===== src/rtl/cpu8_pkg.sv =====
// Shared types for the CPU8 boot loader: loader FSM states and the default frame header.
package cpu8_pkg;

  typedef enum logic [2:0] {
    ST_IDLE,
    ST_SYNC,
    ST_LEN,
    ST_DATA,
    ST_WRITE,
    ST_CHK,
    ST_DONE,
    ST_ERR
  } ldr_state_t;

  localparam logic [7:0] SYNC_BYTE_DEF = 8'hA5;

  // States in which the loader offers rx_ready.
  function automatic logic rx_state(input ldr_state_t st);
    return (st == ST_SYNC) || (st == ST_LEN) || (st == ST_DATA) || (st == ST_CHK);
  endfunction

  // States in which the inter-byte timeout is armed.
  function automatic logic timed_state(input ldr_state_t st);
    return (st == ST_LEN) || (st == ST_DATA) || (st == ST_CHK);
  endfunction

endpackage


===== src/rtl/ldr_timer.sv =====
// Clearable inter-byte timeout counter; expired stays high once TIMEOUT cycles have been counted.
module ldr_timer #(
  parameter int TIMEOUT = 1000000
) (
  input  logic CLK,
  input  logic CLRn,
  input  logic clr,
  input  logic run,
  output logic expired
);

  localparam int CW = $clog2(TIMEOUT + 1);

  logic [CW-1:0] cnt_q;
  logic [CW-1:0] cnt_d;

  assign expired = (cnt_q >= CW'(TIMEOUT));

  always_comb begin
    cnt_d = cnt_q;
    if (clr) begin
      cnt_d = '0;
    end else if (run && !expired) begin
      cnt_d = cnt_q + 1'b1;
    end
  end

  always_ff @(posedge CLK) begin
    if (!CLRn) begin
      cnt_q <= '0;
    end else begin
      cnt_q <= cnt_d;
    end
  end

endmodule


===== src/rtl/prog_loader.sv =====
// Boot-time program loader: receives a SYNC/LEN/DATA/CHK frame, writes the data bytes into
// program RAM and holds the CPU in reset until a frame verifies.
module prog_loader
  import cpu8_pkg::*;
#(
  parameter int                ADDR_W    = 8,
  parameter int                DATA_W    = 8,
  parameter logic [DATA_W-1:0] SYNC_BYTE = DATA_W'(SYNC_BYTE_DEF),
  parameter logic [ADDR_W-1:0] BASE_ADDR = '0,
  parameter int                TIMEOUT   = 1000000
) (
  input  logic              CLK,
  input  logic              CLRn,
  input  logic              start,
  input  logic [DATA_W-1:0] rx_data,
  input  logic              rx_valid,
  output logic              rx_ready,
  output logic              ram_we_n,
  output logic [ADDR_W-1:0] ram_addr,
  output logic [DATA_W-1:0] ram_din,
  output logic              cpu_clrn,
  output logic              busy,
  output logic              done,
  output logic              err,
  output logic [ADDR_W-1:0] byte_cnt
);

  ldr_state_t        state_q, state_d;
  logic [ADDR_W-1:0] byte_cnt_q, byte_cnt_d;
  logic [DATA_W-1:0] sum_q, sum_d;
  logic [DATA_W-1:0] len_q, len_d;
  logic [ADDR_W-1:0] ram_addr_q, ram_addr_d;
  logic [DATA_W-1:0] ram_din_q, ram_din_d;
  logic              cpu_clrn_q, cpu_clrn_d;
  logic              busy_q, busy_d;
  logic              done_q, done_d;
  logic              err_q, err_d;

  logic              accept;
  logic              timer_clr;
  logic              timer_run;
  logic              timer_exp;
  logic [DATA_W-1:0] chk_total;
  logic [ADDR_W-1:0] cnt_inc;

  ldr_timer #(
    .TIMEOUT(TIMEOUT)
  ) u_timer (
    .CLK    (CLK),
    .CLRn   (CLRn),
    .clr    (timer_clr),
    .run    (timer_run),
    .expired(timer_exp)
  );

  assign rx_ready  = rx_state(state_q);
  assign accept    = rx_valid && rx_ready;
  assign timer_run = timed_state(state_q);
  // Held clear while hunting for SYNC so a stale count never leaks into the next frame.
  assign timer_clr = accept || (state_q == ST_SYNC);
  assign chk_total = sum_q + rx_data;
  assign cnt_inc   = byte_cnt_q + 1'b1;

  always_comb begin
    state_d    = state_q;
    byte_cnt_d = byte_cnt_q;
    sum_d      = sum_q;
    len_d      = len_q;
    ram_addr_d = ram_addr_q;
    ram_din_d  = ram_din_q;
    cpu_clrn_d = cpu_clrn_q;
    busy_d     = busy_q;
    done_d     = done_q;
    err_d      = err_q;

    case (state_q)
      ST_IDLE, ST_DONE, ST_ERR: begin
        if (start) begin
          state_d    = ST_SYNC;
          cpu_clrn_d = 1'b0;
          busy_d     = 1'b1;
          done_d     = 1'b0;
          err_d      = 1'b0;
          byte_cnt_d = '0;
          sum_d      = '0;
        end
      end
      ST_SYNC: begin
        if (accept && (rx_data == SYNC_BYTE)) begin
          state_d = ST_LEN;
        end
      end
      ST_LEN: begin
        if (accept) begin
          if (rx_data == '0) begin
            state_d = ST_ERR;
            err_d   = 1'b1;
            busy_d  = 1'b0;
          end else begin
            len_d   = rx_data;
            state_d = ST_DATA;
          end
        end else if (timer_exp) begin
          state_d = ST_ERR;
          err_d   = 1'b1;
          busy_d  = 1'b0;
        end
      end
      ST_DATA: begin
        // Address and data are registered here so they are stable for the whole WRITE cycle.
        if (accept) begin
          sum_d      = sum_q + rx_data;
          ram_addr_d = BASE_ADDR + byte_cnt_q;
          ram_din_d  = rx_data;
          state_d    = ST_WRITE;
        end else if (timer_exp) begin
          state_d = ST_ERR;
          err_d   = 1'b1;
          busy_d  = 1'b0;
        end
      end
      ST_WRITE: begin
        byte_cnt_d = cnt_inc;
        state_d    = (cnt_inc == ADDR_W'(len_q)) ? ST_CHK : ST_DATA;
      end
      ST_CHK: begin
        if (accept) begin
          busy_d = 1'b0;
          if (chk_total == '0) begin
            state_d    = ST_DONE;
            done_d     = 1'b1;
            cpu_clrn_d = 1'b1;
          end else begin
            state_d = ST_ERR;
            err_d   = 1'b1;
          end
        end else if (timer_exp) begin
          state_d = ST_ERR;
          err_d   = 1'b1;
          busy_d  = 1'b0;
        end
      end
      default: begin
        state_d = ST_IDLE;
      end
    endcase
  end

  always_ff @(posedge CLK) begin
    if (!CLRn) begin
      state_q    <= ST_IDLE;
      byte_cnt_q <= '0;
      sum_q      <= '0;
      len_q      <= '0;
      ram_addr_q <= '0;
      ram_din_q  <= '0;
      cpu_clrn_q <= 1'b1;
      busy_q     <= 1'b0;
      done_q     <= 1'b0;
      err_q      <= 1'b0;
    end else begin
      state_q    <= state_d;
      byte_cnt_q <= byte_cnt_d;
      sum_q      <= sum_d;
      len_q      <= len_d;
      ram_addr_q <= ram_addr_d;
      ram_din_q  <= ram_din_d;
      cpu_clrn_q <= cpu_clrn_d;
      busy_q     <= busy_d;
      done_q     <= done_d;
      err_q      <= err_d;
    end
  end

  assign ram_we_n = (state_q != ST_WRITE);
  assign ram_addr = ram_addr_q;
  assign ram_din  = ram_din_q;
  assign cpu_clrn = cpu_clrn_q;
  assign busy     = busy_q;
  assign done     = done_q;
  assign err      = err_q;
  assign byte_cnt = byte_cnt_q;

endmodule


===== config.mk =====
export PLATFORM = sky130hd
export DESIGN_NAME = prog_loader
export DESIGN_NICKNAME = d
export VERILOG_FILES = /design/src/rtl/cpu8_pkg.sv /design/src/rtl/ldr_timer.sv /design/src/rtl/prog_loader.sv
export SDC_FILE = /design/constraint.sdc
export NUM_CORES = 1
export LEC_CHECK = 0
export CORE_ASPECT_RATIO = 0.6
export CORE_UTILIZATION = 40
export CTS_BUF_LIST = sky130_fd_sc_hd__clkbuf_4 sky130_fd_sc_hd__clkbuf_8
export DETAILED_ROUTE_END_ITERATION = 6
export PLACE_DENSITY = 0.65
export REMOVE_ABC_BUFFERS = 1
export SLEW_MARGIN = 20
export SYNTH_ARGS = -nofsm -noshare
export SYNTH_HDL_FRONTEND = slang
export SYNTH_SLANG_ARGS = --single-unit
export TNS_END_PERCENT = 30

===== constraint.sdc =====
create_clock -name CLK -period 2.8 [get_ports CLK]
set_clock_uncertainty 0.2 [all_clocks]
set_input_delay 0.56 -clock CLK [delete_from_list [all_inputs] [get_ports CLK]]
set_output_delay 0.56 -clock CLK [all_outputs]
set_load 0.05 [all_outputs]

* After elaboration in Yosys (flattened, before gate mapping)
Index checks and enable logic that the tools add are counted.
Storage, ports and cells: register bits after elaboration 67, input bits 12, output and inout port bits 30, logic and storage cells 94
Cells by class: add/sub/neg operators 3, $lt $le $gt $ge 1, eq/ne operators 18, multiplexer cells 32, bitwise logic cells 2, reduce and logical (&&, ||, !) cells 27
Operators with widths (number):
- 8-bit case mux with 2 select lines | 2
- 3-bit two-way mux | 8
- 20-bit by 1-bit adder with 20-bit output (second input constant) | 1
- 20-bit greater-or-equal comparator (second input constant) | 1
- 3-bit case mux with 6 select lines | 1
- 8-bit logical NOT | 2
- 1-bit two-way mux | 16
- 8-bit two-way mux | 2
- 3-bit == test (second input constant) | 4
- 8-bit by 1-bit adder with 8-bit output (second input constant) | 1
- 8-bit adder | 1
- 8-bit == test | 1
- 8-bit == test (second input constant) | 1
- 2-bit != test (second input constant) | 4
- 1-bit case mux with 4 select lines | 2
- 4-bit AND reduction | 2
- 3-bit by 2-bit == test with 1-bit output (second input constant) | 2
- 1-bit logical OR | 6
- 3-bit != test (second input constant) | 2
- 2-bit AND reduction | 3
- 3-bit AND reduction | 2
- 2-bit nonzero test | 3
- 5-bit AND reduction | 1
- 2-bit by 1-bit != test with 1-bit output (second input constant) | 2
- 10 further kinds | 13

* Longest topological paths before layout
Gate-level depths: netlist of run 1.
word-level depth 8, mapped depth 8, depth with buffers taken out 8

* Cells and area by module
From an unflattened synthesis of run 1, not the netlist that was laid out.
Second synthesis, totals: cell total of the unflattened synthesis 450, area, all modules 3687.3 µm²
Modules (own cells, without submodules):
- prog_loader | times used 1, cells each 321, area an instance 2627.5 µm², seq. area each 940.9 µm²
- ldr_timer | times used 1, cells each 129, area an instance 1059.8 µm², seq. area each 400.4 µm²

* Worst setup path after synthesis of run 1
No wires, ideal clock.
path type input to register, from input port rx_data[0], to register err_q (netlist: err), setup time 0.122 ns, arrival time 2.199 ns, data required time 2.478 ns, setup slack 0.280 ns, cell stages on the path 8, buffers on the path 0, path through ha_1 fa_1 a21o_1 a21oi_1 xnor2_1 nor4_1 nand4_1 nor3b_1
Between the ends: cells in the longest elaborated chain, start to end 4, elaborated cells between the ends (all ways) 6, those cells by class add/sub: 1; eq/ne: 2; reduce/logical: 3
Ends and longest elaborated chain:
- start, declared | line prog_loader.sv:15 | input logic [DATA_W-1:0] rx_data,
- 8-bit adder | line prog_loader.sv:61 | assign chk_total = sum_q + rx_data;
- 8-bit logical NOT | line prog_loader.sv:129 | if (chk_total == '0) begin
- 3-bit != test (no line)
- 5-bit AND reduction (no line) *
- end signal, assigned | line prog_loader.sv:171 | err_q <= err_d;
- end, declared | line prog_loader.sv:37 | logic err_q, err_d;
Mark *: on every way between the ends. The rest lies on a longest branch, timed or not. A chain may end at the register's enable or synchronous reset.

* Worst setup path after layout of run 1
Same ends and word-level chain as after synthesis.

==> results of run 1 <==
state kept, by name (all words and copies together), names as in the netlist:
register / flops
busy: 1
byte_cnt: 8
len_q: 8
state_q: 3
err: 1
ram_addr: 8
done: 1
sum_q: 8
u_timer.cnt_q: 20
cpu_clrn: 1
ram_din: 8
placed cells by master, fill, tap and decap left out, types with 3 or more instances in the layout:
master,n
nor3_2,3
clkbuf_4,4
ha_1,10
xor2_1,8
nor2_1,53
nor4_1,3
or3_1,10
o211ai_1,3
nand2b_1,4
nor2b_1,4
o21ai_1,3
nor3_1,11
mux2i_1,9
nand3_1,14
buf_4,35
dfxtp_1,67
clkdlybuf4s50_1,39
nand4_1,4
nand2_1,51
or3b_2,3
a22oi_1,4
and2_1,4
o21ai_0,16
a21oi_1,46
a31oi_1,9
xnor2_1,18
clkinv_2,3
inv_1,11
a21o_1,3
nor3b_1,7
clkbuf_8,9
and3_1,4
critical path, delay by kind of cell:
kind	cells	cell delay [ns]
buffers and inverters	2	0.60
AOI/OAI and AO/OA	2	0.35
and+or+nand+nor	3	0.45
adders and majority gates	2	0.63
xor gates and xnor gates	1	0.10
layer usage:
layer | global-route usage (%) | up-vias | part of all wire (%) | wire, um
met3 | 6.250 | 10 | 7.0 | 666
met5 | 0 | - | 0 | 0
li1 | - | 1696 | - | -
met2 | 29.65 | 88 | 39 | 3743
met4 | 6.775 | 0 | 1.1 | 106
met1 | 30.18 | 1601 | 53 | 5026
stage by stage:
step,worst slack (ns),hold WS [ns],setup TNS [ns]
floorplan,-0.8569,0.2370,-7.907
global placement,-0.2367,0.2408,-0.8502
detailed placement,-0.2865,0.2464,-1.294
CTS,0.09055,0.2558,0
global route,0.01245,0.2776,0
finish,0.1334,0.2518,0
power groups by stage:
stage / logic (mW) / clock network (mW) / registers [mW]
floorplan: 0.569 / 0 / 1.20
global placement: 1.02 / 0 / 1.11
detailed placement: 1.03 / 0 / 1.11
CTS: 1.04 / 0.744 / 1.09
global route: 1.14 / 0.780 / 1.11
finish: 1.06 / 0.722 / 1.10
layout make-up:
type                    instances  share of cell area (%)
inverters                      12                  0.9906
clock inverters                 3                  0.3302
well taps                     112                   3.082
flip-flops and latches         67                   29.50
multi-input cells             344                   47.91
clock buffers                  13                   3.385
repair buffers                 75                   14.80
logic make-up after synthesis:
logic type                 share of synthesized area, %
adders and majority gates                         4.008
muxes                                             2.488
AOI/OAI and AO/OA                                 17.83
and+or+nand+nor                                   28.71
xor gates and xnor gates                          6.289
buffers and inverters                             3.628
DFF                                               37.04
worst paths after layout:
path / start / endpoint / slack, ns / depth (start not counted)
setup / recovery: rx_data[0] / err$_SDFFE_PN0P_ / 0.13 / 10
hold / removal: ram_addr[6]$_SDFFE_PN0P_ / ram_addr[6]$_SDFFE_PN0P_ / 0.25 / 2
setup reg to reg: sum_q[0]$_SDFFE_PN0P_ / err$_SDFFE_PN0P_ / 0.52 / 9
hold reg to reg: ram_addr[6]$_SDFFE_PN0P_ / ram_addr[6]$_SDFFE_PN0P_ / 0.25 / 2
==> impl_metrics.toml, run 1 <==
[clock_tree]
clock-sinks = 67
cts_tree = "done"
cts-root-buf = "clkbuf_8"
ctsHtreeMaxLevel = 3
clkLatencyLatePin_ns = 0.35
numCtsBuffers = 9
clockBufferDepth = 2
clk_pin_slew_ns = 0.07
cts_setup_buffers = 0
hold_buffers = 0
cts_resized = 0

[final_layout]
num_antenna_cells = 0
multiInputGateArea_mm2 = 0.002178
instances_no_fill = 626
final_core_util_pct = 52.54
final_nets = 532
seqCellArea_mm2 = 0.001341
num-fill-cells = 832
syn_to_final_growth_pct = 25.57
fin_area_mm2 = 0.004547
drive_gt1_share_pct = 14.98

[logic_synthesis]
ys_warn_count = 0
synth_ff_type = "dfxtp_1"
synth_commonest_cells = "dfxtp_1 (67), nor2_1 (54), nand2_1 (51)"
async_flop_share_pct = 0
syn-cell-area_mm2 = 0.003621
yosysTopAreaCell = "dfxtp_1"
synth_cells = 443
synth_edf_count = 0
synth_area_leaders = "dfxtp_1 (37%), a21oi_1 (6.4%), nor2_1 (5.6%)"
syn_area_per_cell_um2 = 8.174
synth_most_common_cell = "dfxtp_1"
ys_ff_latch = 67
synth_seq_area_share_pct = 37.04
synth_top_cell_area_share_pct = 37.04
yosysUniqueCellTypes = 63

[timing]
period_needed_ns = 2.667
maxSlewHeadroom_pct = 52.41
fmax_mhz = 375.0
hold_viol_final = 0
finalCritPeriodShare_pct = 95.24
report.final.slew_viol_count = 0
setup_viol = 0
grt_setup_unrepaired = "false"
worst_pin_slew_ns = 0.7138

[routing]
dr_total_vias = 3395
post_drt_wl_per_cell_um = 15.24
avgViaCountPerCell = 5.423
drt-total-wl_mm = 9.542
dr.pass1.iters = 4
drc = 0
drt_iter0_drc = 248
ant_nets = 0

[pwr]
clkPwrFrac_pct = 25.1
total_power_mw = 2.876
p_sw_share_pct = 38.40
intPower_mw = 1.772
p_comb_share_pct = 36.8
p_per_area_mw_per_mm2 = 632.6
vdd_drop_max_mv = 0.2928
p_leak_nw = 1.615
p_sw_mw = 1.105
power_frac_seq_pct = 38.1

[floorplan]
die_area_mm2 = 0.009450
initial_utilization_pct = 41.85
die_height_um = 75.70
num_io_pins = 42
rows = 26
fp.coreArea_mm2 = 0.008653
dieWidth_um = 124.8

[hold_path]
min_path_type = "reg -> reg"

[global_routing]
antenna_found_initial = 0
grt_overflow = 0
grt_pass1_wl_mm = 15.16
grt_max_degree = 45
grt_usage_pct = 20.91
grt_pass1_vias = 3009

[critical_path]
cpMaxStageDelayCell = "clkdlybuf4s50_1"
cp_max_fo = 3
critical_path_class = "in -> reg"
startpoint_type = "input pin"
slowest_delay_ns = 0.44
critical_path.cell_chain = "clkdlybuf4s50_1 > ha_1 > fa_2 > a21o_1 > a21oi_1 > xnor2_1 > nor4_1 > buf_4 > nand4_1 > nor3b_1"
arrival_ns = 2.71
cp.required_ns = 2.84
end_kind = "register"

[run_status]
status = "complete, no violations"

[place]
placedInstanceArea_mm2 = 0.004354
dp_hpwl_mm = 6.938
dp.cells = 610
io_buffers = 41
place.gp.congestion = 0.9248

[job]
drv_cap = 0
No activity file was read; power rests on OpenSTA's default activity.
==> run 2: changes to the inputs <==
Clock period 2.8 ns to 2.89 ns, I/O delays scaled along.
==> impl_metrics.toml, run 2 (synthesis results as in run 1) <==
[critical_path]
slowest_delay_ns = 0.44
reg2regPathDepth = 6
worstReg2RegEnd = "u_timer.cnt_q[17]$_SDFFE_PP0P_"
critical_path.cell_chain = "clkdlybuf4s50_1 > ha_1 > fa_1 > a211oi_1 > or4b_1 > o2111ai_1 > nor2_2 > nand4_1 > nor3b_1"
cp.required_ns = 2.93
endpoint = "err$_SDFFE_PN0P_"
worstSetupStartpoint = "rx_data[0]"
regToRegSetupSlack_ns = 0.52
startpoint_type = "input pin"
arrival_ns = 2.80
reg2reg_from = "state_q[1]$_SDFFE_PN0P_"
critical_path_class = "in -> reg"
cp_max_fo = 3
end_kind = "register"
cpMaxStageDelayCell = "clkdlybuf4s50_1"

[pwr]
clkPwrFrac_pct = 32.1
p_sw_share_pct = 35.47
p_per_area_mw_per_mm2 = 667.1
vdd_drop_max_mv = 0.2960
total_power_mw = 3.050
p_sw_mw = 1.082
p_comb_share_pct = 33.3
power_frac_seq_pct = 34.6
p_leak_nw = 1.622
intPower_mw = 1.968

[global_routing]
antenna_found_initial = 0
grt_pass1_vias = 2897
grt_max_degree = 45
grt_overflow = 0
grt_usage_pct = 20.49
grt_pass1_wl_mm = 14.91

[timing]
finalCritPeriodShare_pct = 95.55
maxSlewHeadroom_pct = 52.82
grt_setup_unrepaired = "false"
setup_slack_ns = 0.1285
report.final.slew_viol_count = 0
worst_pin_slew_ns = 0.7076
setup_viol = 0
timing.hold.ws_ns = 0.2553
hold_viol_final = 0
period_needed_ns = 2.761
fmax_mhz = 362.1

[place]
dpl_worst_slack_ns = -0.2360
dp_hpwl_mm = 6.774
io_buffers = 41
place.gp.congestion = 0.9269

[floorplan]
die_area_mm2 = 0.009450
dieWidth_um = 124.8
initial_utilization_pct = 41.85
rows = 26
die_height_um = 75.70
num_io_pins = 42
fp.coreArea_mm2 = 0.008653

[run_status]
status = "complete, no violations"

[clock_tree]
clockBufferDepth = 2
cts_tree = "done"
clkLatencyLatePin_ns = 0.35
cts_setup_buffers = 0
clk_pin_slew_ns = 0.07
numCtsBuffers = 9
clock-sinks = 67
cts-root-buf = "clkbuf_8"
ctsHtreeMaxLevel = 3

[final_layout]
largest_register_ffs = 20
largest_register = "u_timer.cnt_q"
drive_gt1_share_pct = 13.73
num_antenna_cells = 0
final_core_util_pct = 52.83
final_common_cell = "dfxtp_1"
syn_to_final_growth_pct = 26.26
final_cell_mix = "dfxtp_1 (67), nor2_1 (53), nand2_1 (51)"
final_nets = 528

[job]
drv_cap = 0

[routing]
drc = 0
avgViaCountPerCell = 5.514
drt_iter0_drc = 244
dr_total_vias = 3430
post_drt_wl_per_cell_um = 15.04
dr.pass1.iters = 5
ant_nets = 0
drt-total-wl_mm = 9.353

[hold_path]
min_path_type = "reg -> reg"
==> run 2: changes by cell type in the layout (fill, tap and decap cells not counted), sizes merged <==
| cell | previous run | this run |
|---|---|---|
| buf | 36 | 32 |
| clkinv | 3 | 2 |
| bufinv | 0 | 3 |
| clkbuf | 13 | 11 |
==> run 2: power groups by stage <==
stage          combinational (mW)  clock (mW)  sequential (mW)
2_1_floorplan               0.551           0             1.17
3_3_place_gp                0.990           0             1.07
3_5_place_dp                 1.00           0             1.07
4_1_cts                      1.00       0.997             1.05
5_1_grt                      1.09        1.03             1.06
6_report                     1.02       0.978             1.06
==> run 2: worst max-delay path, delay by kind of cell <==
family / cells / cell delay (ns)
buffers and inverters: 1 / 0.44
AOI/OAI and AO/OA: 2 / 0.49
adders and majority gates: 2 / 0.68
and+or+nand+nor: 4 / 0.61
==> run 2: what timing repair did <==
item,CTS,global route
hold buffers,0,0
gates resized for setup,0,1
endpoints found under the setup margin,0,2
==> run 2: worst min-delay path by stage <==
stage	from	cells past startpoint	endpoint
2_1_floorplan	u_timer.cnt_q[19]$_SDFFE_PP0P_	2	u_timer.cnt_q[19]$_SDFFE_PP0P_
3_3_place_gp	ram_addr[6]$_SDFFE_PN0P_	2	ram_addr[6]$_SDFFE_PN0P_
3_5_place_dp	ram_din[6]$_SDFFE_PN0P_	2	ram_din[6]$_SDFFE_PN0P_
4_1_cts	ram_din[6]$_SDFFE_PN0P_	2	ram_din[6]$_SDFFE_PN0P_
5_1_grt	ram_addr[2]$_SDFFE_PN0P_	2	ram_addr[2]$_SDFFE_PN0P_
6_report	ram_addr[7]$_SDFFE_PN0P_	2	ram_addr[7]$_SDFFE_PN0P_
==> run 2: cell type report <==
| cell class | count | area (um2) |
|---|---|---|
| clock buffers | 11 | 145.1 |
| well taps | 112 | 140.1 |
| clock inverters | 5 | 100.1 |
| multi-input cells | 344 | 2157 |
| flip-flops and latches | 67 | 1341 |
| repair buffers | 71 | 643.1 |
| fillers | 808 | 4081 |
| inverters | 12 | 45.04 |
==> run 2: per-layer routing <==
metal  GRT usage [%]  wire (um)
met1           31.05       5161
met2           28.40       3594
met3           4.003        483
met4           7.588        113
met5               0          0
==> run 2: through the flow <==
stage / TNS [ns] / instances / area (um2)
after detailed placement: -0.8740 / 606 / 4324
final: 0 / 622 / 4572
after CTS: 0 / 622 / 4569
after global routing: 0 / 622 / 4572
after global placement: -0.4387 / 606 / 4324
after floorplan: -7.007 / 423 / 3535
==> run 3: changes to the inputs <==
Settings changed: PLACE_DENSITY 0.65 to unset.
==> impl_metrics.toml, run 3 (synthesis results as in run 1) <==
[place]
place.gp.congestion = 0.9140
dp_hpwl_mm = 6.732
io_buffers = 41
dp.cells = 606

[run_status]
failed_checks = "DRC"
status = "complete, but fails checks"

[clock_tree]
clkLatencyLatePin_ns = 0.35
clockBufferDepth = 2
cts_tree = "done"
clock-sinks = 67
ctsHtreeMaxLevel = 3
cts-root-buf = "clkbuf_8"
clk_pin_slew_ns = 0.07
hold_buffers = 0
numCtsBuffers = 9

[critical_path]
worstSetupStartpoint = "rx_data[0]"
crit_cells = 9
critical_path_class = "in -> reg"
critical_path.cell_chain = "clkdlybuf4s50_1 > ha_1 > fa_1 > a211oi_1 > or4b_1 > o2111ai_1 > nor2_2 > nand4_1 > nor3b_1"
reg2reg_from = "sum_q[0]$_SDFFE_PN0P_"
worstReg2RegEnd = "err$_SDFFE_PN0P_"
arrival_ns = 2.83
cpMaxStageDelayCell = "fa_1"
end_kind = "register"
cp_max_fo = 3
reg2regPathDepth = 8
cp_num_buf_inv = 1
startpoint_type = "input pin"
slowest_delay_ns = 0.45
regToRegSetupSlack_ns = 0.46
critical-path-top-delay-family = "adder cells"
cp.required_ns = 2.93
endpoint = "err$_SDFFE_PN0P_"

[floorplan]
rows = 26
fp.coreArea_mm2 = 0.008653
num_io_pins = 42
die_area_mm2 = 0.009450
dieWidth_um = 124.8
initial_utilization_pct = 41.85
die_height_um = 75.70

[global_routing]
grt_pass1_vias = 2849
grt_pass1_wl_mm = 14.74
met2_usage_pct = 28.15
grt_use_met3_pct = 6.531
busiest_layer = "met1"
grtUsageMet1_pct = 30.07
grt_overflow = 0
grt_usage_pct = 20.51
antenna_found_initial = 0
grt_max_degree = 45

[routing]
drt_iter0_drc = 268
ant_nets = 0
post_drt_wl_per_cell_um = 15.07
avgViaCountPerCell = 5.458
drc = 3
dr_total_vias = 3395
drt-total-wl_mm = 9.373
dr.pass1.iters = 7

[pwr]
p_sw_mw = 1.066
p_comb_share_pct = 33.8
p_sw_share_pct = 36.94
intPower_mw = 1.821
vdd_drop_max_mv = 0.2402
p_per_area_mw_per_mm2 = 632.9
p_leak_nw = 1.620
power_frac_seq_pct = 37.3
clkPwrFrac_pct = 28.9

[timing]
setup_viol = 0
report.final.slew_viol_count = 0
maxSlewHeadroom_pct = 49.59
fmax_mhz = 358.1
grt_setup_unrepaired = "false"
finalCritPeriodShare_pct = 96.61
fin_setup_tns_ns = 0
worst_pin_slew_ns = 0.7562
period_needed_ns = 2.792
hold_viol_final = 0
timing.hold.ws_ns = 0.2525

[final_layout]
num_antenna_cells = 0
final_cell_mix = "dfxtp_1 (67), nor2_1 (53), nand2_1 (51)"
instances_no_fill = 622
final_core_util_pct = 52.72
final_nets = 528
num-fill-cells = 813
drive_gt1_share_pct = 14.12
final_common_cell = "dfxtp_1"
largest_register = "u_timer.cnt_q"
largest_register_ffs = 20
syn_to_final_growth_pct = 25.98

[hold_path]
min_path_type = "reg -> reg"

[job]
drv_cap = 0
## run 3: through the flow
| step | worst slack (ns) | power (mW) | cell area [um2] |
|---|---|---|---|
| 2_1_floorplan | -0.7669 | 1.716 | 3535 |
| 3_3_place_gp | -0.1812 | 2.057 | 4324 |
| 3_5_place_dp | -0.3024 | 2.058 | 4324 |
| 4_1_cts | 0.03818 | 2.895 | 4537 |
| 5_1_grt | 0.004438 | 3.031 | 4562 |
| 6_report | 0.09785 | 2.887 | 4562 |
## run 3: layout make-up
cell class	instances	area (um2)	area share (%)
clock inverter	4	47.55	1.042
inverter	12	45.04	0.9874
tap	112	140.1	3.072
sequential	67	1341	29.40
clock buffer	12	165.2	3.620
multi-input combinational	344	2177	47.72
timing repair buffer	71	645.6	14.15
## run 3: how the worst min path moves through the flow
stage | startpoint | end | slack [ns] | cells past startpoint
2_1_floorplan | u_timer.cnt_q[19]$_SDFFE_PP0P_ | u_timer.cnt_q[19]$_SDFFE_PP0P_ | 0.24 | 2
3_3_place_gp | ram_addr[6]$_SDFFE_PN0P_ | ram_addr[6]$_SDFFE_PN0P_ | 0.24 | 2
3_5_place_dp | ram_addr[3]$_SDFFE_PN0P_ | ram_addr[3]$_SDFFE_PN0P_ | 0.25 | 2
4_1_cts | ram_addr[3]$_SDFFE_PN0P_ | ram_addr[3]$_SDFFE_PN0P_ | 0.26 | 2
5_1_grt | ram_addr[5]$_SDFFE_PN0P_ | ram_addr[5]$_SDFFE_PN0P_ | 0.28 | 2
6_report | ram_addr[3]$_SDFFE_PN0P_ | ram_addr[3]$_SDFFE_PN0P_ | 0.25 | 2
## run 3: tightest hold or removal path: cells and delay by family, from the launching register on
| kind | cells | cell delay (ns) |
|---|---|---|
| AO/OA/AOI/OAI | 1 | 0.05 |
| flip-flops | 1 | 0.31 |
| AND/OR/NAND/NOR | 1 | 0.05 |
## run 3: power by group through the flow
| stage | sequential, mW | clock [mW] | combinational, mW |
|---|---|---|---|
| floorplan | 1.17 | 0 | 0.551 |
| global placement | 1.10 | 0 | 0.961 |
| detailed placement | 1.10 | 0 | 0.961 |
| CTS | 1.08 | 0.854 | 0.966 |
| global route | 1.09 | 0.889 | 1.05 |
| finish | 1.08 | 0.835 | 0.976 |
## run 3: what timing repair did
action	CTS	global route
setup endpoints to repair	0	4
resized for setup	0	5
setup buffers	0	0
## run 3: layer usage
layer / vias up / routed length (um)
met5: - / 0
met4: 0 / 117
met3: 11 / 660
met2: 97 / 3593
met1: 1597 / 5002
li1: 1690 / -
